<file path="src/rtl/seq_arith_pkg.sv">
// Shared encodings for the sequential arithmetic unit: operation codes and
// controller states.
package seq_arith_pkg;

   typedef enum logic [1:0] {
      OP_ADD = 2'b00,
      OP_SUB = 2'b01,
      OP_MUL = 2'b10,
      OP_RSV = 2'b11
   } op_e;

   typedef enum logic [1:0] {
      ST_IDLE   = 2'b00,
      ST_ADDSUB = 2'b01,
      ST_MUL    = 2'b10,
      ST_FIN    = 2'b11
   } state_e;

endpackage

</file>
<file path="src/rtl/seq_arith_unit_add_sub.sv">
// Plain WIDTH-bit adder with carry-in; callers subtract by passing ~b and cin=1.
module add_sub_nbit #(
   parameter int WIDTH = 17
) (
   input  logic [WIDTH-1:0] a,
   input  logic [WIDTH-1:0] b,
   input  logic             cin,
   output logic [WIDTH-1:0] sum
);

   assign sum = a + b + {{(WIDTH-1){1'b0}}, cin};

endmodule

</file>
<file path="src/rtl/seq_arith_unit.sv">
// Sequential ADD/SUB/MUL unit: single-cycle add/sub, W-step radix-2 shift-add
// multiply, both sharing one W+1-bit adder.
module seq_arith_unit
   import seq_arith_pkg::*;
#(
   parameter int W = 16
) (
   input  logic           CLK,
   input  logic           RST,
   input  logic           START,
   input  logic [1:0]     OP,
   input  logic           C,
   input  logic [W-1:0]   A_IN,
   input  logic [W-1:0]   B_IN,
   output logic [2*W-1:0] RESULT,
   output logic           BUSY,
   output logic           DONE,
   output logic           P,
   output logic           N,
   output logic           ERR
);

   localparam int CW = $clog2(W);

   state_e         state, state_n, start_state;
   op_e            op_q;
   logic           c_q;
   logic [W-1:0]   a_q;
   logic [W-1:0]   b_q;
   logic [W:0]     hi_q;
   logic [CW-1:0]  cnt_q;

   logic           accept, last_step, busy;
   logic           err_set, err_clr;
   logic [W:0]     a_ext, b_ext;
   logic [W:0]     add_a, add_b, sum;
   logic           add_cin;
   logic [W:0]     hi_n;
   logic [W-1:0]   lo_n;
   logic [2*W-1:0] as_result;
   logic           as_p, as_n;

   assign accept      = START && (state == ST_IDLE || state == ST_FIN);
   assign last_step   = (cnt_q == CW'(W-1));
   assign start_state = (OP == OP_MUL) ? ST_MUL : ST_ADDSUB;

   always_ff @(posedge CLK) begin
      if (RST) state <= ST_IDLE;
      else     state <= state_n;
   end

   always_comb begin
      state_n = state;
      busy    = 1'b0;
      DONE    = 1'b0;
      case (state)
         ST_IDLE:   if (START) state_n = start_state;
         ST_ADDSUB: begin
            busy    = 1'b1;
            state_n = ST_FIN;
         end
         ST_MUL: begin
            busy = 1'b1;
            if (last_step) state_n = ST_FIN;
         end
         ST_FIN: begin
            DONE    = 1'b1;
            state_n = START ? start_state : ST_IDLE;
         end
         default:   state_n = ST_IDLE;
      endcase
   end

   assign BUSY = busy;

   // Adder operand selection: operands are extended by one bit per latched mode
   // so the W+1-bit sum carries the unsigned carry/borrow or exact signed value.
   always_comb begin
      a_ext   = c_q ? {a_q[W-1], a_q} : {1'b0, a_q};
      b_ext   = c_q ? {b_q[W-1], b_q} : {1'b0, b_q};
      add_a   = a_ext;
      add_b   = b_ext;
      add_cin = 1'b0;
      if (state == ST_MUL) begin
         add_a = hi_q;
         add_b = '0;
         if (b_q[0]) begin
            if (c_q && last_step) begin
               add_b   = ~a_ext;
               add_cin = 1'b1;
            end else begin
               add_b = a_ext;
            end
         end
      end else if (op_q == OP_SUB) begin
         add_b   = ~b_ext;
         add_cin = 1'b1;
      end
   end

   add_sub_nbit #(.WIDTH(W + 1)) u_add (
      .a   (add_a),
      .b   (add_b),
      .cin (add_cin),
      .sum (sum)
   );

   always_comb begin
      hi_n      = {c_q & sum[W], sum[W:1]};
      lo_n      = {sum[0], b_q[W-1:1]};
      as_result = c_q ? {{W{sum[W-1]}}, sum[W-1:0]} : {{W{1'b0}}, sum[W-1:0]};
      if (c_q) begin
         as_p = sum[W] ^ sum[W-1];
         as_n = sum[W-1];
      end else begin
         as_p = (op_q == OP_ADD) & sum[W];
         as_n = (op_q == OP_SUB) & sum[W];
      end
   end

   assign err_set = (busy && (C != c_q)) || (state == ST_ADDSUB && op_q == OP_RSV);
   assign err_clr = accept && (OP != OP_RSV);

   always_ff @(posedge CLK) begin
      if (RST) begin
         cnt_q  <= '0;
         RESULT <= '0;
         P      <= 1'b0;
         N      <= 1'b0;
         ERR    <= 1'b0;
      end else begin
         ERR <= err_set | (ERR & ~err_clr);
         if (accept)              cnt_q <= '0;
         else if (state == ST_MUL) cnt_q <= last_step ? '0 : cnt_q + CW'(1);
         if (state == ST_ADDSUB && op_q != OP_RSV) begin
            RESULT <= as_result;
            P      <= as_p;
            N      <= as_n;
         end else if (state == ST_MUL && last_step) begin
            RESULT <= {hi_n[W-1:0], lo_n};
            P      <= 1'b0;
            N      <= c_q & hi_n[W-1];
         end
      end
   end

   // Operand/partial-product registers carry no reset; they are reloaded on accept.
   always_ff @(posedge CLK) begin
      if (accept) begin
         a_q  <= A_IN;
         b_q  <= B_IN;
         op_q <= op_e'(OP);
         c_q  <= C;
         hi_q <= '0;
      end else if (state == ST_MUL) begin
         hi_q <= hi_n;
         b_q  <= lo_n;
      end
   end

endmodule

</file>
<file path="config.mk">
export PLATFORM = sky130hd
export DESIGN_NAME = seq_arith_unit
export DESIGN_NICKNAME = d
export VERILOG_FILES = /design/src/rtl/seq_arith_pkg.sv /design/src/rtl/seq_arith_unit_add_sub.sv /design/src/rtl/seq_arith_unit.sv
export SDC_FILE = /design/constraint.sdc
export NUM_CORES = 1
export LEC_CHECK = 0
export ABC_AREA = 1
export CORE_MARGIN = 1
export CORE_UTILIZATION = 40
export CTS_CLUSTER_SIZE = 20
export DETAILED_ROUTE_END_ITERATION = 10
export PLACE_DENSITY = 0.72
export RECOVER_POWER = 50
export SLEW_MARGIN = 20
export SYNTH_ARGS = -nofsm -noshare
export SYNTH_HDL_FRONTEND = slang
export SYNTH_SLANG_ARGS = --single-unit
</file>
<file path="constraint.sdc">
create_clock -name CLK -period 7.92 [get_ports CLK]
set_input_delay 1.98 -clock CLK [delete_from_list [all_inputs] [get_ports CLK]]
set_output_delay 1.98 -clock CLK [all_outputs]
set_load 0.01 [all_outputs]
</file>
==> metrics.cfg, run 1 <==
[synth]
syn-mean-instance-area_um2 = 7.46
synth-seq-area-share_pct = 41.2
synth_nets = 781
ys_ff_latch = 93
yosysUniqueCellTypes = 49
async_reset_ff_share_pct = 0
syn_inst = 720
syn_area_mm2 = 0.00537
synth_edf_count = 35
ys.flop_type = dfxtp_1
synth_warnings = 0

[floorplan]
row_count = 41
die-height_um = 118
die_w_um = 118
io_pins = 75
initial_core_util_pct = 41.7
core_area_mm2 = 0.0129
die-area_mm2 = 0.0139

[clock_tree]
tritoncts = done
cts_resized = 0
cts_setup_buffers = 0
clk_pin_slew_ps = 60
clock-root-buffer = clkbuf_16
numCtsBuffers = 9
clock_latency_ps = 360
cts_buffer_depth = 2
clock_sink_count = 93
htreeDepth = 3
holdBufCountCts = 0

[drt]
drt_iter0_drc = 235
routedWlPerCell_um = 14.2
viasPerCell = 5.04
vias = 4833
drt_pass1_iterations = 5
postRouteAntennaNets = 0
wl_mm = 13.6
drc = 0

[placement]
place.gp.congestion = 0.893
postPlaceCellArea_mm2 = 0.00622
io_buffers = 74
dp_cells = 942
dpl_worst_slack_ps = 3150
dpl.hpwl_mm = 10.3

[timing]
skew_ps = 8.40
setup_slack_ps = 2150
drv_slew = 47
worst_pin_slew_ps = 2160
setup_viol = 0
finalHoldViolations = 0
tns_ps = 0
fmax_mhz = 173
min_period_over_period_pct = 72.8
maxSlewHeadroom_pct = -44.2
rsz0062_at_grt = false
min_period_ps = 5770

[finish]
drive_gt1_share_pct = 5.98
stdcell_count = 958
design_area_mm2 = 0.00651
antennaDiodeCount = 0
fillers = 1248
fin_util_pct = 50.5
syn_to_final_growth_pct = 21.1
nets = 842

[power]
p_leak_nw = 2.90
ir_drop_mv = 0.258
power_switching_mw = 1.45
sw_frac_of_total_pct = 47.6
p_per_area_mw_per_mm2 = 470
p_int_mw = 1.60
pwr-share-clk_pct = 13.7
seqPwrFrac_pct = 29.3
comb_power_share_pct = 57.0

[setup_path]
critPathMaxFanout = 46
cp_slowest_cell = clkbuf_1
cp-start-kind = input pin
crit_type = input pin to flip-flop
r2r_setup_slack_ps = 3520
critical_path_buf_inv_count = 4
cp_data_required_time_ps = 7910
crit_chain = dlygate4sd3_1, inv_1, nor2_4, clkbuf_1, nor2_1, inv_1
critPathArrivalTime_ps = 5760
end_kind = flip-flop
path_delay_family = buffers and inverters
max_stage_delay_ps = 1530
cpMostUsedCell = inv_1

[grt]
grt.met1_usage_pct = 24.0
antenna_found_initial = 0
use_met3_pct = 6.01
grt.total_usage_pct = 20.9
grt_max_degree = 60
grt_pass1_vias = 4706
grt_pass1_wl_mm = 22.8
grt-ovfl-total = 0
use_met2_pct = 36.4
busiest_layer = met2

[flow_run]
max-cap-violations = 1

[run_status]
violations = max-capacitance violations, max-slew violations
status = finished with violations

[worst_hold_path]
hp-class = flip-flop to flip-flop

## worst register-to-register path, stage by stage (launching register included)
cell and delay, ps:
dfxtp_1 380, inv_1 100, ha_1 350, nor2_4 120, clkbuf_1 1530, nor2_1 810, inv_1 740
## power by group through the flow
stage	Combinational [mW]	Sequential [mW]	Clock, mW
after detailed placement	1.77	0.906	0
after global placement	1.75	0.906	0
after floorplan	1.25	0.859	0
after CTS	1.78	0.897	0.427
final	1.74	0.895	0.419
after global routing	1.99	0.917	0.445
## worst paths after layout
kind | cells after the start | from | to
setup reg to reg | 6 | state[1] | b_q[3]
hold reg to reg | 2 | hi_q[13] | hi_q[13]
hold / removal | 2 | hi_q[13] | hi_q[13]
setup / recovery | 6 | START | b_q[3]
## state kept, by name, indices dropped and copies added, names as in the netlist
| name | flops |
|---|---|
| state | 2 |
| b_q | 16 |
| P | 1 |
| ERR | 1 |
| cnt_q | 4 |
| a_q | 16 |
| hi_q | 17 |
| RESULT | 32 |
| c_q | 1 |
| op_q | 2 |
| N | 1 |
## stage by stage
stage               hold slack (ps)  total power, mW
global placement                441             2.66
CTS                             465             3.10
detailed placement              450             2.67
global route                    495             3.36
floorplan                       426             2.11
finish                          463             3.06
## layer usage
| metal | wire length (µm) | part of all wire, % |
|---|---|---|
| met5 | 0 | 0 |
| met4 | 414 | 3.0 |
| met3 | 807 | 5.9 |
| met2 | 6600 | 48 |
| met1 | 5790 | 43 |
## cells by family after synthesis
group	count (synthesis)	synth area share (%)
AO/OA/AOI/OAI	181	19.1
XOR/XNOR	10	1.63
adder cells (fa/ha/maj)	23	5.64
buffers and inverters	115	8.62
flip-flops	93	41.2
multiplexers	1	0.210
AND/OR/NAND/NOR	297	23.6
## cells in the final DEF, fill, tap and decap left out, drive strengths merged, types with 6 or more instances in the layout
| cell | count |
|---|---|
| inv | 88 |
| a31oi | 11 |
| dfxtp | 58 |
| nor2 | 57 |
| dlygate4sd3 | 56 |
| xor2 | 6 |
| clkdlybuf4s50 | 18 |
| o21bai | 12 |
| nand2 | 192 |
| ha | 21 |
| o21ai | 102 |
| clkbuf | 12 |
| a21oi | 41 |
| edfxtp | 35 |
| nand3 | 31 |
## cell usage after synthesis, drive strengths merged (2+ instances only)
master  number  area (µm²)
o21bai      12        90.1
o21ai      102         533
clkbuf      18        67.6
o21a         3        22.5
dfxtp       58        1160
inv         86         325
or2          5        31.3
clkinv       2        7.51
buf          9        62.6
edfxtp      35        1050
nand3       31         173
ha          21         263
a221oi       2        17.5
nand2      192         736
a21oi       41         213
fa           2        40.0
xnor2        4        35.0
a21o         2        15.0
nor3         5        25.0
nor2        57         243
a31oi       11        68.8
o221ai       3        26.3
a31o         2        17.5
and2         2        12.5
xor2         6        52.6
## final cells by class
class	instances	area [µm²]	share of cell area [%]
flip-flops and latches	93	2210	34.0
multi-input cells	512	2700	41.5
well taps	172	215	3.31
repair buffers	77	759	11.7
clock buffers	11	243	3.73
inverters	88	333	5.12
clock inverters	5	42.5	0.654
Note: power is estimated with default switching activity, not from simulation.
==> run 2, diff against run 1 <==
Settings changed: PLACE_DENSITY 0.72 to 0.75.
Clock period 7.92 ns to 4.78 ns, I/O delays scaled along.
==> metrics.cfg, run 2 (synthesis results as in run 1) <==
[run_status]
status = complete, no violations

[timing]
maxSlewHeadroom_pct = 6.35
skew_ps = 9.62
min_period_ps = 3950
rsz0062_at_grt = false
min_period_over_period_pct = 82.7
setup_viol = 0
tns_ps = 0
finalHoldViolations = 0
drv_slew = 0
worst_pin_slew_ps = 1400
fmax_mhz = 253

[drt]
postRouteAntennaNets = 0
vias = 4923
drt_pass1_iterations = 5
viasPerCell = 5.13
drt_iter0_drc = 361
drc = 0
routedWlPerCell_um = 15.1
wl_mm = 14.5

[grt]
grt_pass1_vias = 4675
use_met2_pct = 36.2
antenna_found_initial = 0
grt_max_degree = 52
busiest_layer = met2
grt-ovfl-total = 0
grt.total_usage_pct = 21.9
grt_pass1_wl_mm = 23.5
grt.met1_usage_pct = 27.0
use_met3_pct = 4.26

[power]
sw_frac_of_total_pct = 47.3
comb_power_share_pct = 56.3
p_int_mw = 2.74
p_per_area_mw_per_mm2 = 795
totalPowerFinal_mw = 5.20
power_switching_mw = 2.46
pwr-share-clk_pct = 15.0
seqPwrFrac_pct = 28.8
ir_drop_mv = 0.336
p_leak_nw = 2.92

[floorplan]
core_area_mm2 = 0.0129
io_pins = 75
row_count = 41
die-height_um = 118
initial_core_util_pct = 41.7
die-area_mm2 = 0.0139
die_w_um = 118

[setup_path]
crit_type = input pin to flip-flop
cp_data_required_time_ps = 5000
cpMostUsedCell = nand2_1
crit_cells = 6
r2r-start = cnt_q[0]
end_kind = flip-flop
path_delay_family = buffers and inverters
cp-start-kind = input pin
crit_chain = dlygate4sd3_1, inv_1, nor2_1, clkbuf_1, nand2_1, nand2_1
cp_slowest_cell = nor2_1
critPathArrivalTime_ps = 4170
r2r_setup_slack_ps = 1070
reg2reg_depth = 20
critical_path_buf_inv_count = 3
max_stage_delay_ps = 1030
r2r_end = RESULT[28]
critPathMaxFanout = 26

[finish]
regMostFlops = RESULT
antennaDiodeCount = 0
final_common_cell = nand2_1
top_regs = RESULT (32), hi_q (17)
largest_reg_flops = 32
nets = 843
syn_to_final_growth_pct = 21.9
drive_gt1_share_pct = 6.10
layout_common_cells = 186 x nand2_1, 94 x o21ai_0, 81 x inv_1, 58 x dfxtp_1, 55 x dlygate4sd3_1

[clock_tree]
clock_sink_count = 93
numCtsBuffers = 9
htreeDepth = 3
cts_buffer_depth = 2
cts_setup_buffers = 0
cts_resized = 0
holdBufCountCts = 0
clk_pin_slew_ps = 60
tritoncts = done
clock-root-buffer = clkbuf_16
clock_latency_ps = 360

[worst_hold_path]
min_to = hi_q[15]
hold_path_depth = 2
hp-class = flip-flop to flip-flop
min_from = hi_q[15]

[placement]
place.gp.congestion = 0.929
io_buffers = 74
dpl.hpwl_mm = 11.1

[flow_run]
max-cap-violations = 0

==> run 2: cell count changes in the layout (fill, tap and decap cells not counted), sizes merged <==
| cell | before | now |
|---|---|---|
| clkinvlp | 1 | 0 |
| bufinv | 0 | 1 |
| dlygate4sd3 | 56 | 55 |
| clkdlybuf4s50 | 18 | 19 |
| buf | 2 | 3 |
==> run 2: final cells by class <==
cell class / count / area, µm²
Sequential cell: 93 / 2210
Clock inverter: 5 / 63.8
Timing Repair Buffer: 78 / 767
Tap cell: 172 / 215
Clock buffer: 11 / 264
Fill cell: 1276 / 6330
Multi-Input combinational cell: 512 / 2690
Inverter: 88 / 333
==> run 2: how the worst max path moves through the flow <==
stage | start | to | slack, ps
floorplan | state[0] | RESULT[14] | 1560
global placement | cnt_q[0] | RESULT[28] | 1180
detailed placement | cnt_q[0] | RESULT[28] | 1120
CTS | cnt_q[0] | RESULT[28] | 1080
global route | START | b_q[9] | 440
finish | START | b_q[6] | 830
==> run 2: per-stage QoR <==
step | utilization, % | cell area [µm²] | hold slack, ps | cells | worst slack [ps]
6_report | 50.9 | 6550 | 461 | 959 | 825
3_3_place_gp | 48.4 | 6230 | 447 | 943 | 1180
2_1_floorplan | - | 5370 | 426 | 720 | 1560
4_1_cts | 50.9 | 6560 | 459 | 959 | 1080
3_5_place_dp | 48.4 | 6230 | 445 | 943 | 1120
5_1_grt | 50.9 | 6550 | 480 | 959 | 443
==> run 2: metal layers <==
| layer | wire [µm] | vias to the layer above |
|---|---|---|
| met5 | 0 | - |
| met2 | 6920 | 131 |
| li1 | - | 2499 |
| met3 | 694 | 34 |
| met4 | 559 | 0 |
| met1 | 6330 | 2259 |
==> run 2: power by group through the flow <==
stage	logic [mW]	registers [mW]	clock network, mW
finish	2.93	1.50	0.778
global route	3.32	1.53	0.820
detailed placement	2.96	1.51	0
global placement	2.93	1.51	0
CTS	2.98	1.50	0.788
floorplan	2.07	1.42	0
==> run 2: worst reg2reg max path, cell delays in order (launching register included) <==
cell     delay (ps)
dfxtp_1         360
ha_1            280
nand4_4         260
inv_1           430
nor2_1           70
o21ai_0         220
o21ai_0         120
a21oi_1         130
ha_1            290
a21oi_1         160
nand2_1         130
nand2_1         100
nand2_2          90
nand2_2          80
nand2_1          60
nand2_2         100
nand3_4         100
o21ai_4         380
inv_2            90
a21o_1          170
inv_1            40
